--- src/rtl/neuron_phase_adapt.sv ---
// Phase-adapting oscillator neuron: a free-running phase counter, neighbour edge
// measurement, mode-driven phase update, stability tracking and a state-change probe.
module neuron_phase_adapt #(
  parameter int PHASE_W     = 4,
  parameter int SYNC_STAGES = 2,
  parameter int STABLE_N    = 8
) (
  input  logic               sclk,
  input  logic               re,
  input  logic               nin,
  input  logic               full_tick,
  input  logic               drop,
  input  logic               state_cheak,
  input  logic               load_ini,
  input  logic [PHASE_W-1:0] ini_phase,
  input  logic [1:0]         mode,
  output logic               nout,
  output logic [PHASE_W-1:0] phi_out,
  output logic               meas_valid,
  output logic               state_changed,
  output logic               stable
);

  localparam logic [PHASE_W-1:0] ONE      = PHASE_W'(1);
  localparam logic [PHASE_W-1:0] HALF     = {1'b1, {(PHASE_W-1){1'b0}}};
  localparam logic [PHASE_W-1:0] SYNC_OFF = PHASE_W'(SYNC_STAGES);
  localparam logic [7:0]         STABLE_MAX = 8'(STABLE_N);

  localparam logic [1:0] MODE_HOLD   = 2'b00;
  localparam logic [1:0] MODE_FOLLOW = 2'b01;

  logic [PHASE_W-1:0]     pco_cnt;
  logic [PHASE_W-1:0]     pco_cnt_next;
  logic [SYNC_STAGES-1:0] sync_q;
  logic                   edge_q;
  logic                   rise;
  logic [PHASE_W-1:0]     meas;
  logic [PHASE_W-1:0]     step_d;
  logic [PHASE_W-1:0]     phi_next;
  logic                   meas_valid_next;
  logic [7:0]             stable_cnt;
  logic [7:0]             stable_cnt_next;
  logic [PHASE_W-1:0]     snapshot;
  logic [PHASE_W-1:0]     wave;

  assign pco_cnt_next = pco_cnt + ONE;
  assign rise         = sync_q[SYNC_STAGES-1] & ~edge_q;
  assign step_d       = meas - phi_out;

  always_comb begin
    phi_next = phi_out;
    if (load_ini) begin
      phi_next = ini_phase;
    end else if (full_tick && meas_valid) begin
      case (mode)
        MODE_HOLD:   phi_next = phi_out;
        MODE_FOLLOW: phi_next = meas;
        default: begin
          // Half-period tie resolves toward the positive step.
          if (step_d == '0)        phi_next = phi_out;
          else if (step_d <= HALF) phi_next = phi_out + ONE;
          else                     phi_next = phi_out - ONE;
        end
      endcase
    end
  end

  // A fresh edge always survives drop/full_tick; only load_ini discards it.
  always_comb begin
    meas_valid_next = meas_valid;
    if (load_ini)                meas_valid_next = 1'b0;
    else if (rise)               meas_valid_next = 1'b1;
    else if (full_tick || drop)  meas_valid_next = 1'b0;
  end

  always_comb begin
    stable_cnt_next = stable_cnt;
    if (load_ini) begin
      stable_cnt_next = '0;
    end else if (full_tick) begin
      if (phi_next != phi_out)          stable_cnt_next = '0;
      else if (stable_cnt < STABLE_MAX) stable_cnt_next = stable_cnt + 8'd1;
    end
  end

  // Local oscillation is high for the first half-period after the phase point.
  assign wave = pco_cnt_next - phi_next;

  always_ff @(posedge sclk) begin
    if (re) begin
      pco_cnt       <= '0;
      sync_q        <= '0;
      edge_q        <= 1'b0;
      meas          <= '0;
      meas_valid    <= 1'b0;
      phi_out       <= '0;
      stable_cnt    <= '0;
      stable        <= 1'b0;
      snapshot      <= '0;
      state_changed <= 1'b0;
      nout          <= 1'b0;
    end else begin
      pco_cnt    <= pco_cnt_next;
      sync_q     <= {sync_q[SYNC_STAGES-2:0], nin};
      edge_q     <= sync_q[SYNC_STAGES-1];
      if (rise) meas <= pco_cnt - SYNC_OFF;
      meas_valid <= meas_valid_next;
      phi_out    <= phi_next;
      stable_cnt <= stable_cnt_next;
      stable     <= (stable_cnt_next == STABLE_MAX);
      if (state_cheak) begin
        state_changed <= (phi_out != snapshot);
        snapshot      <= phi_out;
      end
      nout <= ~wave[PHASE_W-1];
    end
  end

endmodule

--- config.mk ---
export PLATFORM = sky130hd
export DESIGN_NAME = neuron_phase_adapt
export DESIGN_NICKNAME = d
export VERILOG_FILES = /design/src/rtl/neuron_phase_adapt.sv
export SDC_FILE = /design/constraint.sdc
export NUM_CORES = 1
export LEC_CHECK = 0
export BUFFER_PORTS_ARGS = -buffer_cell sky130_fd_sc_hd__buf_4
export CELL_PAD_IN_SITES_DETAIL_PLACEMENT = 1
export CELL_PAD_IN_SITES_GLOBAL_PLACEMENT = 1
export CORE_MARGIN = 2
export CORE_UTILIZATION = 47
export DETAILED_ROUTE_END_ITERATION = 8
export HOLD_SLACK_MARGIN = 0.03
export PLACE_DENSITY_LB_ADDON = 0.1
export SYNTH_ARGS = -nofsm -noshare
export SYNTH_HDL_FRONTEND = slang
export SYNTH_SLANG_ARGS = --single-unit
--- constraint.sdc ---
create_clock -name sclk -period 8.45 [get_ports sclk]
set_input_delay 2.535 -clock sclk [delete_from_list [all_inputs] [get_ports sclk]]
set_output_delay 2.535 -clock sclk [all_outputs]
set_load 0.03 [all_outputs]
Yosys cells after proc, flatten, opt, wreduce, memory -nomap -nowiden
Index checks and enable logic that the tools add are counted.

$add $sub $neg: 7. Magnitude comparators: 2. Equality and inequality tests: 4. Multiplexer cells: 11. Bitwise operators: 3. Reductions and logical operators: 6.

Operators with widths (count): $mux W8 (4); $mux W4 (4); $add A4 B1 Y4 const B (2); $add A8 B1 Y8 const B (1); $eq A8 B4 Y1 const B (1); $lt A8 B4 Y1 const B (1); $ne A4 B4 Y1 (2); $pmux W4 S2 (1); $sub A4 B4 Y4 (2); $le A4 B4 Y1 const B (1); $logic_not A4 Y1 (1); $sub A4 B1 Y4 const B (1); $sub A4 B2 Y4 const B (1); $eq A2 B1 Y1 const B (1); $logic_not A2 Y1 (1); $mux W1 (2); $not A1 Y1 (2); $reduce_bool A2 Y1 (1); $reduce_or A2 Y1 (1); $and A1 B1 Y1 (1); $logic_and A1 B1 Y1 (1); $logic_or A1 B1 Y1 (1).

Flip-flop bits (word level): 31. Bits of input ports: 13. Output and inout port bits: 8.

Logic depth before layout (Yosys ltp)
Depth after elaboration: 12. Mapped depth: 19. Gate-level depth less buffers: 19.

Worst setup path after synthesis
No wires, ideal clock.

Kind: input-to-reg. Start point: input port full_tick. End point: register nout. Setup time: 128 ps. Data arrival time: 4413 ps. Path slack: 3910 ps. Stages: 13. Path through: clkbuf_1 > nand2_1 > buf_2 > nor2_1 > mux2_2 > a211oi_1 > a21oi_1 > ha_1 > o21a_1 > o22ai_1 > a21oi_1 > xnor2_1 > nor2_1.

Word-level cells in the longest chain between the ends: 5.

Ends and longest elaborated chain: start: declaration (RTL line 11) `input logic full_tick,`; $logic_and A1 B1 Y1 (RTL line 54) `end else if (full_tick && meas_valid) begin`; $mux W4 (RTL line 54); $mux W4 (RTL line 52) `if (load_ini) begin`; $sub A4 B4 Y4 (RTL line 87) `assign wave = pco_cnt_next - phi_next;`; $not A1 Y1 (RTL line 115) `nout <= ~wave[PHASE_W-1];`; end signal: assignment (RTL line 115); end: declaration (RTL line 17) `output logic nout,`.

No other way between the ends. A chain may end at the register's enable or synchronous reset.

Worst setup path in the final report
Ends and elaborated chain as after synthesis.

==> metrics.md <==
| Metric | Value |
|---|---|
| CP Data Required Time | `8.63 ns` |
| Crit share post-route | `54.3%` |
| Max incr delay on CP | `0.31 ns` |
| Setup crit end kind | `register` |
| Vias per Instance | `5.67` |
| F_max | `0.218 GHz` |
| Most common cell in the netlist | `nor2_1` |
| Skew final | `0.00818 ns` |
| Largest net degree at the start of global routing | `24` |
| Main combinational cell family by area after synthesis | `simple AND/OR/NAND/NOR gates` |
| Synth top cells by count | `38 x nor2_1, 31 x dfxtp_1, 18 x nand2_1` |
| Most used cell, CP | `nor2_1` |
| Clk slew on worst S/H paths | `0.07 ns` |
| Clk Latency, worst-skew pair | `0.29 ns` |
| Seq/Total Area, Yosys | `33.0%` |
| Max_slew headroom | `57.7%` |
| Number of synthesized flops with an enable pin | `0` |
| DRT antenna net count | `0` |
| Initial antenna violation count | `0` |
| Final worst slack | `3.86 ns` |
| Worst path buffer plus inverter count | `1` |
| DRC | `0` |
| Outcome | `completed` |
| Synth area leaders | `dfxtp_1 33%, nor2_1 7.6%, ha_1 7.3%` |
| Antenna diodes | `0` |
| Max IR drop VDD | `107 uV` |
| P per Cell Area | `185 mW/mm^2` |
| Post-layout min period | `4.59 ns` |
| Part of the power in the clock network | `35.6%` |
| Leak | `0.884 nW` |
| Chip Height | `67.3 um` |
| Synth Area in Compound Gates | `17.5%` |
| Cell taking the most area after synthesis | `dfxtp_1` |
| Type of the worst min-delay path | `reg -> reg` |
| CTS Hold Bufs | `0` |
| Initial drt markers | `56` |
| Crit path kind | `in -> reg` |
| Comb power frac | `23.5%` |
| Worst hold start | `stable_cnt[4]` |
| Synth Instances | `222` |
| RSZ-0062 raised after global routing | `false` |
| CP Max Fanout | `11` |
| TritonCTS clock tree | `built` |
| Sink Count | `31` |
| First-pass GRT wire length | `8070 um` |
| Total power | `0.396 mW` |
| Max Slew Vio Count | `0` |
| Core Rows | `23` |
| Post-Synth Adder-Cell Area | `8.37%` |
| Syn_area_per_cell | `8.48 um^2` |
| CP arrival | `4.77 ns` |
| FF-to-FF path depth | `18` |
| Synthesized area | `0.00188 mm^2` |
| Max-cap violations | `0` |
| Die X | `67.3 um` |
| Switching pwr | `0.116 mW` |
| I/O Pins | `21` |
| Vias in the first global route | `1692` |
| Share of layout cells above drive strength 1 | `16.4%` |
| Die Footprint | `0.00453 mm^2` |
| Cell variety after synth | `51` |
| P&R area growth vs syn | `14.0%` |
| Post-DP HPWL | `3610 um` |
| Gpl congestion | `0.794` |
| Dpl ws | `3.59 ns` |
| Worst hold path depth | `2` |
| Worst Setup Start Kind | `input pin` |
| FF+latch count, synth | `31` |
| Synth Area in Simple Gates | `23.5%` |
| Final WL | `4740 um` |
| Endpoint with the worst hold slack | `stable_cnt[4]` |
| TritonCTS Buffers | `5` |
| Net count after synthesis | `247` |
| CP top delay family | `simple AND/OR/NAND/NOR gates` |
| Design area | `0.00215 mm^2` |
| Area of the core | `0.00391 mm^2` |
| Post-CTS setup buffers | `0` |
| Worst-Margin Slew | `0.634 ns` |
| Fraction of synthesized area in multiplexers | `5.18%` |
| Bufs on Longest Clock Path | `2` |
| Vias post-DR | `1634` |
| Remaining global-route overflow | `0` |
| Final setup fails | `0` |
| Worst R2R End | `nout` |
| Synth top area share | `33.0%` |
| Wire length per cell | `16.5 um` |
| Fin util | `54.8%` |
| Drt pass-1 iters | `4` |
| Post-synth ARST share | `0%` |
| Root buffer cell | `clkbuf_8` |
| Final Net Count | `263` |
| Setup tns final | `0 ns` |
| Placed Area | `0.00204 mm^2` |
| Pint | `0.280 mW` |
| Initial Util | `48.1%` |
| Fin. Hold Viols | `0` |
| Post_cts resized | `0` |
| Main synth FF type | `dfxtp_1` |
| Yosys synthesis warning count | `0` |
| Ordered list of cells on the worst path | `buf_4 -> nand2_1 -> nor2_1 -> mux2_2 -> a211oi_1 -> a21oi_1 -> ha_1 -> nor2_1 -> nand2_1 -> nor3_1 -> a21oi_1 -> xnor2_1 -> nor2_1` |
| Worst flop-to-flop path startpoint | `phi_out[2]` |
| Gr usage total | `24.1%` |
| Reg power frac | `40.9%` |
| IO Port Bufs | `20` |
| Switch share | `29.3%` |
| Crit path max-delay cell type | `nand2_1` |
| Reg2Reg Setup Slack | `4.28 ns` |
| CTS H-Tree Depth | `2` |
| Post-Synth XOR/XNOR Area | `7.84%` |
power groups by stage:
stage	clock network, mW	logic [mW]	registers, mW
3_5_place_dp	0	0.0926	0.165
4_1_cts	0.145	0.0936	0.162
5_1_grt	0.149	0.103	0.163
6_report	0.141	0.0932	0.162
2_1_floorplan	0	0.0660	0.166
3_3_place_gp	0	0.0881	0.164
kinds of logic after synthesis:
logic type               Yosys count
AO/OA/AOI/OAI                     46
adder cells (fa/ha/maj)           12
flip-flops                        31
XOR/XNOR                          16
multiplexers                       9
buffers and inverters             20
AND/OR/NAND/NOR                   88
worst register-to-register path, stage by stage, from the launching register on:
cell and delay [ns]:
dfxtp_1 0.58, inv_1 0.17, ha_1 0.37, xnor2_1 0.19, or2_1 0.27, and2_1 0.19
fa_1 0.38, xor2_1 0.19, nor2_1 0.09, mux2_2 0.29, a211oi_1 0.27, a21oi_1 0.11
ha_1 0.24, nor2_1 0.12, nand2_1 0.09, nor3_1 0.19, a21oi_1 0.10, xnor2_1 0.18
nor2_1 0.05
placed cells by master (no fill, tap or decap), types with 3 or more instances in the layout:
cell type and n:
nor2b_1 9, inv_1 9, xor2_1 9, nor4_1 3
buf_4 20, mux2_2 3, o21ai_0 5, ha_1 11
xnor2_1 6, a21oi_1 15, dfxtp_1 31, nand2_1 18
nor3_1 3, o21bai_1 3, clkbuf_8 5, mux2i_1 5
nor2_1 38, a211oi_1 7
routing by layer:
metal | track usage (%) | wire length (um) | vias up
li1 | - | - | 806
met1 | 29.9 | 2160 | 792
met2 | 41.7 | 2370 | 28
met3 | 5.33 | 140 | 8
met4 | 6.89 | 70 | 0
met5 | 0 | 0 | -
stage by stage:
| stage | instances | hold WS, ns |
|---|---|---|
| 2_1_floorplan | 222 | 0.408 |
| 3_3_place_gp | 281 | 0.414 |
| 3_5_place_dp | 281 | 0.426 |
| 4_1_cts | 288 | 0.436 |
| 5_1_grt | 288 | 0.458 |
| 6_report | 288 | 0.436 |
sequential cells by signal (all words and copies together), names as in the netlist:
| register | count |
|---|---|
| stable_cnt | 8 |
| state_changed | 1 |
| snapshot | 4 |
| meas | 4 |
| meas_valid | 1 |
| edge_q | 1 |
| sync_q | 2 |
| stable | 1 |
| phi_out | 4 |
| pco_cnt | 4 |
| nout | 1 |
cell type report:
| class | instances | area [um^2] |
|---|---|---|
| Inverter | 9 | 33.8 |
| Clock buffer | 6 | 72.6 |
| Fill cell | 473 | 1770 |
| Clock inverter | 1 | 30.0 |
| Tap cell | 50 | 62.6 |
| Sequential cell | 31 | 621 |
| Timing Repair Buffer | 20 | 150 |
| Multi-Input combinational cell | 171 | 1180 |
worst max-delay path by stage:
stage | from | endpoint | slack, ns | cells past startpoint
detailed placement | full_tick | nout | 3.59 | 13
CTS | full_tick | nout | 3.89 | 13
finish | full_tick | nout | 3.86 | 13
floorplan | full_tick | nout | 3.91 | 13
global route | full_tick | nout | 3.68 | 13
global placement | full_tick | nout | 3.82 | 13
Note: power is estimated with default switching activity, not from simulation.
